--- config.mk ---
export PLATFORM = sky130hd
export DESIGN_NAME = du_dmem_rx
export DESIGN_NICKNAME = d
export VERILOG_FILES = /design/src/rtl/du_dmem_rx.sv
export SDC_FILE = /design/constraint.sdc
export NUM_CORES = 1
export LEC_CHECK = 0
export CELL_PAD_IN_SITES_DETAIL_PLACEMENT = 0
export CELL_PAD_IN_SITES_GLOBAL_PLACEMENT = 1
export CORE_MARGIN = 5
export CORE_UTILIZATION = 34
export DETAILED_ROUTE_END_ITERATION = 10
export GPL_ROUTABILITY_DRIVEN = 1
export PLACE_DENSITY_LB_ADDON = 0.1
export SLEW_MARGIN = 10
export SYNTH_ARGS = -nofsm -noshare
export SYNTH_HDL_FRONTEND = slang
export SYNTH_SLANG_ARGS = --single-unit
--- constraint.sdc ---
create_clock -name clk -period 1.81 [get_ports clk]
set_input_delay 0.2715 -clock clk [delete_from_list [all_inputs] [get_ports clk]]
set_output_delay 0.2715 -clock clk [all_outputs]
set_load 0.02 [all_outputs]
--- src/rtl/du_dmem_rx.sv ---
// -----------------------------------------------------------------------------
// du_dmem_rx
//   Debug-unit data-memory loader (UART receive side). After a start pulse it
//   pulls 4-byte address / 4-byte data pairs from the UART Rx FIFO, LSB first,
//   and issues one word write to data memory per pair. An address of
//   0xFFFF_FFFF ends the sequence: o_done pulses and the block returns to IDLE.
//
//   Optional feature, macro DU_DMEM_RX_ACK_EN: after every completed write an
//   ACK_BYTE is pushed into the UART Tx FIFO, and the loader waits for
//   i_tx_done before it accepts the next address. The terminator is not
//   acknowledged. Without the macro, the Tx outputs are tied to zero.
//
// Parameters
//   NB_DATA       address / data width of the data memory port
//   NB_UART_DATA  UART byte width
//   ACK_BYTE      byte sent after each completed write (ACK build only)
//
// Ports
//   clk           clock
//   i_rst         synchronous active-high reset; aborts any pair in flight
//   i_start       start pulse from the command FSM, only looked at in IDLE
//   i_rx_done     Rx FIFO not empty, i_rx_data holds the head byte
//   i_rx_data     Rx FIFO head byte
//   i_tx_done     Tx finished the current byte
//   o_done        one-cycle pulse once the terminator address is received
//   o_rd          Rx FIFO pop; only ever raised together with i_rx_done
//   o_dmem_wr     data memory write enable (one cycle per pair)
//   o_dmem_wsize  write size, always word (2'b11) when writing
//   o_dmem_waddr  write address
//   o_dmem_wdata  write data
//   o_wr          Tx FIFO write enable
//   o_tx_start    Tx start
//   o_wdata       Tx FIFO write data
// -----------------------------------------------------------------------------
module du_dmem_rx #(
  parameter int                      NB_DATA      = 32,
  parameter int                      NB_UART_DATA = 8,
  parameter logic [NB_UART_DATA-1:0] ACK_BYTE     = 8'h06
) (
  input  logic                    clk,
  input  logic                    i_rst,
  input  logic                    i_start,
  input  logic                    i_rx_done,
  input  logic [NB_UART_DATA-1:0] i_rx_data,
  input  logic                    i_tx_done,
  output logic                    o_done,
  output logic                    o_rd,
  output logic                    o_dmem_wr,
  output logic [1:0]              o_dmem_wsize,
  output logic [NB_DATA-1:0]      o_dmem_waddr,
  output logic [NB_DATA-1:0]      o_dmem_wdata,
  output logic                    o_wr,
  output logic                    o_tx_start,
  output logic [NB_UART_DATA-1:0] o_wdata
);

  localparam logic [2:0]         BYTES_PER_WORD = 3'd4;
  localparam logic [1:0]         WSIZE_WORD     = 2'b11;
  localparam logic [NB_DATA-1:0] TERM_ADDR      = '1;

  typedef enum logic [2:0] {
    IDLE,
    RX_ADDR,
    RX_DATA,
`ifdef DU_DMEM_RX_ACK_EN
    ACK,
`endif
    WRITE
  } state_t;

  state_t             state_q, state_d;
  logic [NB_DATA-1:0] addr_q, addr_d;
  logic [NB_DATA-1:0] data_q, data_d;
  logic [2:0]         cnt_q, cnt_d;

`ifdef DU_DMEM_RX_ACK_EN
  logic                    ack_sent_q, ack_sent_d;
  logic                    wr_c, tx_start_c;
  logic [NB_UART_DATA-1:0] wdata_c;
`endif

  // ---------------------------------------------------------------------------
  // State registers
  // ---------------------------------------------------------------------------
  always_ff @(posedge clk) begin
    if (i_rst) begin
      state_q <= IDLE;
      addr_q  <= '0;
      data_q  <= '0;
      cnt_q   <= '0;
    end else begin
      state_q <= state_d;
      addr_q  <= addr_d;
      data_q  <= data_d;
      cnt_q   <= cnt_d;
    end
  end

`ifdef DU_DMEM_RX_ACK_EN
  always_ff @(posedge clk) begin
    if (i_rst) ack_sent_q <= 1'b0;
    else       ack_sent_q <= ack_sent_d;
  end
`endif

  // ---------------------------------------------------------------------------
  // Next state and outputs
  // ---------------------------------------------------------------------------
  always_comb begin
    state_d      = state_q;
    addr_d       = addr_q;
    data_d       = data_q;
    cnt_d        = cnt_q;
    o_done       = 1'b0;
    o_rd         = 1'b0;
    o_dmem_wr    = 1'b0;
    o_dmem_wsize = 2'b00;
    o_dmem_waddr = '0;
    o_dmem_wdata = '0;
`ifdef DU_DMEM_RX_ACK_EN
    ack_sent_d   = ack_sent_q;
    wr_c         = 1'b0;
    tx_start_c   = 1'b0;
    wdata_c      = '0;
`endif

    case (state_q)
      IDLE: begin
        if (i_start) begin
          state_d = RX_ADDR;
          cnt_d   = '0;
        end
      end

      RX_ADDR: begin
        // The address register is only tested once all four bytes are in;
        // the previous pair's value is fully shifted out by then.
        if (cnt_q == BYTES_PER_WORD) begin
          cnt_d = '0;
          if (addr_q == TERM_ADDR) begin
            o_done  = 1'b1;
            state_d = IDLE;
          end else begin
            state_d = RX_DATA;
          end
        end else if (i_rx_done) begin
          o_rd   = 1'b1;
          addr_d = {i_rx_data, addr_q[NB_DATA-1:NB_UART_DATA]};
          cnt_d  = cnt_q + 3'd1;
        end
      end

      RX_DATA: begin
        // No terminator check here: all-ones is a legal data word.
        if (cnt_q == BYTES_PER_WORD) begin
          cnt_d   = '0;
          state_d = WRITE;
        end else if (i_rx_done) begin
          o_rd   = 1'b1;
          data_d = {i_rx_data, data_q[NB_DATA-1:NB_UART_DATA]};
          cnt_d  = cnt_q + 3'd1;
        end
      end

      WRITE: begin
        o_dmem_wr    = 1'b1;
        o_dmem_wsize = WSIZE_WORD;
        o_dmem_waddr = addr_q;
        o_dmem_wdata = data_q;
`ifdef DU_DMEM_RX_ACK_EN
        state_d      = ACK;
`else
        state_d      = RX_ADDR;
`endif
      end

`ifdef DU_DMEM_RX_ACK_EN
      ACK: begin
        // The byte is queued in the entry cycle only; after that the
        // loader waits for the transmitter, which keeps the host from
        // running ahead of the memory writes.
        if (!ack_sent_q) begin
          wr_c       = 1'b1;
          tx_start_c = 1'b1;
          wdata_c    = ACK_BYTE;
          ack_sent_d = 1'b1;
        end else if (i_tx_done) begin
          ack_sent_d = 1'b0;
          state_d    = RX_ADDR;
        end
      end
`endif

      default: state_d = IDLE;
    endcase
  end

`ifdef DU_DMEM_RX_ACK_EN
  assign o_wr       = wr_c;
  assign o_tx_start = tx_start_c;
  assign o_wdata    = wdata_c;
`else
  assign o_wr       = 1'b0;
  assign o_tx_start = 1'b0;
  assign o_wdata    = '0;

  // Tx handshake and ACK byte have no function in this build.
  logic unused_tx;
  assign unused_tx = ^{i_tx_done, ACK_BYTE};
`endif

endmodule

# Word level (Yosys, flattened, before mapping)
# Cells that the tools add are included.
# op_classes
add_sub_neg,1
n_mul,0
div_mod_pow,0
n_lt_le_gt_ge,0
eq_ne,9
shift,0
muxes,19
n_bitwise,1
n_reduce_logical,7
# ops
op,count
32-bit two-way mux,2
"32-bit == test, second input constant",1
3-bit two-way mux,6
3-bit case mux with 4 select lines,1
3-bit AND reduction,4
1-bit two-way mux,7
"3-bit by 2-bit == test with 1-bit output, second input constant",2
"2-bit != test, second input constant",3
3-bit case mux with 2 select lines,1
2-bit two-way mux,2
"3-bit by 1-bit adder with 3-bit output, second input constant",1
"3-bit by 1-bit == test with 1-bit output, second input constant",1
"3-bit == test, second input constant",1
3-bit zero test,1
"3-bit by 1-bit != test with 1-bit output, second input constant",1
2-bit nonzero test,1
2-bit OR reduction,1
1-bit NOT,1
# word_totals
regBits,70
latchBits,0
ram_bits,0
mem_bits_ro,0
input_bits,13
out_inout_bits,79
elab_cells,41
memories,0

# Depth between registers and ports, before layout
# logic_depth
ltp_word,4
depth_mapped,8
depth_no_buf,6

# Worst setup path after synthesis
# Ideal clock, no wire load.
# synth_path
path_type,register to output
startpoint,reg state_q[0]
endpoint,out o_dmem_waddr[0]
arrival_ns,1.476
required_time_ns,1.539
setup_slack_ns,0.062
stages_incl_launch_ff,5
n_path_buf,2
path_cell_list,dfxtp_1 -> ha_1 -> clkbuf_1 -> clkbuf_1 -> and2_1
# synth_via
elab_chain_len,2
# synth_rtl
item,line_no,rtl
from (decl),71,"state_t state_q, state_d;"
from (signal assigned),92,state_q <= state_d;
3-bit by 2-bit == test with 1-bit output,127,case (state_q)
32-bit two-way mux,127,
to (decl),50,"output logic [NB_DATA-1:0] o_dmem_waddr,"
# No other way between the ends.

# Final worst setup path
# layout_path
startpoint,reg addr_q[19]
endpoint,out o_done
# layout_via
elab_chain_len,4
# layout_rtl
item,line_no,rtl
from (decl),72,"logic [NB_DATA-1:0] addr_q, addr_d;"
from (signal assigned),93,addr_q <= addr_d;
32-bit == test,140,if (addr_q == TERM_ADDR) begin
1-bit two-way mux,140,
1-bit two-way mux,138,if (cnt_q == BYTES_PER_WORD) begin
1-bit two-way mux,127,
to (decl),46,"output logic o_done,"
# No other way between the ends.

==> impl_metrics.env <==
export IMPL_outcome="finished, violations left"
export IMPL_violations="setup timing"
export IMPL_min_to="cnt_q[1]"
export IMPL_crit_fanout=2
export IMPL_seq_area_frac_synth_pct=43.2
export IMPL_synth_area_per_cell_sq_um=7.58
export IMPL_cts_sinks=69
export IMPL_final_common_cell="nand2_1"
export IMPL_fp_dieW_um=107
export IMPL_fillers=971
export IMPL_max_cap_viol_count=0
export IMPL_cts_root_buffer="clkbuf_8"
export IMPL_row_count=35
export IMPL_ys_seq_elements=69
export IMPL_max_freq_mhz=547
export IMPL_hold_start="i_rst"
export IMPL_start_kind="register"
export IMPL_worst_path_max_delay_cell="dfxtp_2"
export IMPL_n_antenna_cell=0
export IMPL_grtUsageTotal_pct=15.4
export IMPL_grt_pass1_wl_um=14200
export IMPL_hold_depth=2
export IMPL_vdd_ir_drop_max_mv=0.536
export IMPL_grt_pass1_vias=2939
export IMPL_rsz0062_at_grt="true"
export IMPL_drt_iter0_markers=110
export IMPL_cts_tree="done"
export IMPL_power_density_nw_per_um2=878
export IMPL_synth_top_family_by_area="simple AND/OR/NAND/NOR gates"
export IMPL_worst_hold_path_type="in2reg"
export IMPL_syn_cell_area_sq_um=3200
export IMPL_r2r_slack_ns=0.13
export IMPL_drive_above_1_share_pct=30.3
export IMPL_clock_skew_ns=0.0111
export IMPL_synthMuxAreaShare_pct=0.352
export IMPL_worst_setup_path_end_kind="output port"
export IMPL_first_pass_iters=4
export IMPL_wl_per_cell_um=14.5
export IMPL_netlist_instances=422
export IMPL_slew_violations=0
export IMPL_grt_max_degree=41
export IMPL_cp_required_ns=1.54
export IMPL_fin_crit_ns=1.83
export IMPL_timing_rr_start="state_q[0]"
export IMPL_synth_cell_types=28
export IMPL_core_area_sq_um=9200
export IMPL_synth_xor_area_share_pct=0
export IMPL_fin_crit_sh_pct=101
export IMPL_synth_compound_gate_area_share_pct=12.0
export IMPL_dpl_hpwl_um=6180
export IMPL_worstSetupPathType="reg2out"
export IMPL_die_h_um=107
export IMPL_antenna_found_initial=0
export IMPL_antenna_left=0
export IMPL_final_nets=560
export IMPL_synth_fa_ha_area_share_pct=2.74
export IMPL_worst_endpoint_arrival_ns=1.56
export IMPL_syn_to_final_growth_pct=40.4
export IMPL_cts_htree_levels=3
export IMPL_final_setup_viol_count=1
export IMPL_ff2ff_path_depth=8
export IMPL_clkLatencyLatePin_ns=0.34
export IMPL_drc_errors=0
export IMPL_rr_endpoint="state_q[1]"
export IMPL_synth_simple_area_share_pct=33.4
export IMPL_hold_viol=0
export IMPL_grt_overflow=0
export IMPL_place_gp_congestion=0.761
export IMPL_dieArea_sq_um=11400
export IMPL_wirelength_um=9540
export IMPL_numCtsBuffers=9
export IMPL_final_cell_mix="129 x nand2_1, 65 x a21oi_1, 63 x and2_1"
export IMPL_ios=92
export IMPL_final_util_pct=48.8
export IMPL_vias=3103
export IMPL_avgViaCountPerCell=4.73
export IMPL_pre_cts_ws_ns=-0.259
export IMPL_start_util_pct=34.8
export IMPL_p_leak_nw=1.93
export IMPL_hold_ws_ns=0.281
export IMPL_clock_path_buffers=2
export IMPL_crit_chain="nand4_1, nor4_2, buf_4, nand2_2, nor2_2, buf_6"
export IMPL_yosysWarnings=0
export IMPL_clk_pin_slew_ns=0.08
export IMPL_max_stage_delay_ns=0.33
export IMPL_port_buffers=80
export IMPL_setup_tns_ns=-0.0197
export IMPL_timing_final_ws_setup_ns=-0.0197
export IMPL_power_total_mw=3.94
final cells by class:
type                       count  area [sq um]  share of cell area (%)
tap                          111           139                    3.10
inverter                       6          22.5                   0.502
multi-input combinational    314          1630                    36.4
sequential                    69          1390                    31.0
clock inverter                 6          37.5                   0.837
clock buffer                  10           138                    3.07
timing repair buffer         140          1120                    25.0
critical path, delay by kind of cell, from the launching register on:
family / cells / cell delay [ns]
buf+inv: 2 / 0.30
flops: 1 / 0.33
simple gates: 4 / 0.60
where the power goes:
part / leakage (nW) / switching [mW] / total (mW) / internal, mW
registers: 0.560 / 0.0609 / 1.66 / 1.60
logic: 1.27 / 0.626 / 1.15 / 0.521
clock network: 0.0962 / 0.599 / 1.13 / 0.532
total: 1.93 / 1.29 / 3.94 / 2.65
what timing repair did:
action                     4_1_cts  5_1_grt
pin swaps                        3        4
setup endpoints to repair       69       64
cloned                           0        7
hold buffers                     0        0
buffers inserted                 0        2
gates resized for setup        204       91
sequential cells by signal, summed over array words and instances, names as in the netlist:
name	flops
data_q	32
addr_q	32
cnt_q	3
state_q	2
per-stage QoR:
stage | std cells | cell area, sq um
6_report | 656 | 4490
5_1_grt | 656 | 4490
4_1_cts | 647 | 4650
3_5_place_dp | 631 | 4380
3_3_place_gp | 631 | 4380
2_1_floorplan | 431 | 3230
synthesized netlist by cell type, drive strengths merged:
| cell | count | share of area (%) |
|---|---|---|
| and3 | 3 | 0.59 |
| a211oi | 2 | 0.47 |
| o32a | 1 | 0.35 |
| mux2 | 1 | 0.35 |
| a311oi | 1 | 0.47 |
| ha | 7 | 2.7 |
| nor4 | 2 | 0.39 |
| dfxtp | 69 | 43 |
| nor3 | 2 | 0.31 |
| nand2 | 131 | 15 |
| and2 | 64 | 13 |
| nor2b | 1 | 0.43 |
| buf | 28 | 5.8 |
| inv | 6 | 0.70 |
| and4b | 1 | 0.31 |
| clkbuf | 14 | 1.6 |
| conb | 1 | 0.12 |
| nand4 | 8 | 1.6 |
| nor2 | 4 | 0.47 |
| a21oi | 66 | 10 |
| o21bai | 1 | 0.23 |
| or3 | 1 | 0.20 |
| o21ai | 1 | 0.16 |
| or2 | 2 | 0.39 |
| nand3 | 5 | 0.78 |
how the worst max path moves through the flow:
stage                          start               to  slack [ns]  cells past startpoint
after floorplan           state_q[0]  o_dmem_waddr[0]        0.06                      4
after global placement    addr_q[28]           o_done       -0.22                      6
after detailed placement  addr_q[25]           o_done       -0.26                      6
after CTS                 addr_q[17]           o_done       -0.09                      6
after global routing      addr_q[19]           o_done       -0.13                      6
final                     addr_q[19]           o_done       -0.02                      6
cell families (layout without fill, tap and decap cells):
kind of cell    Yosys count  count (layout)
mux                       1               1
simple gates            224             224
flops                    69              69
other cells               1              10
fa+ha+maj                 7               7
compound gates           72              72
buf+inv                  48             162
per-layer routing:
| metal | wire length, um | GRT usage, % | up-vias |
|---|---|---|---|
| met1 | 4700 | 21.1 | 1446 |
| met5 | 0 | 0 | - |
| met3 | 419 | 3.19 | 8 |
| li1 | - | - | 1576 |
| met2 | 4340 | 24.1 | 73 |
| met4 | 84 | 5.21 | 0 |
No activity file was read; power rests on OpenSTA's default activity.
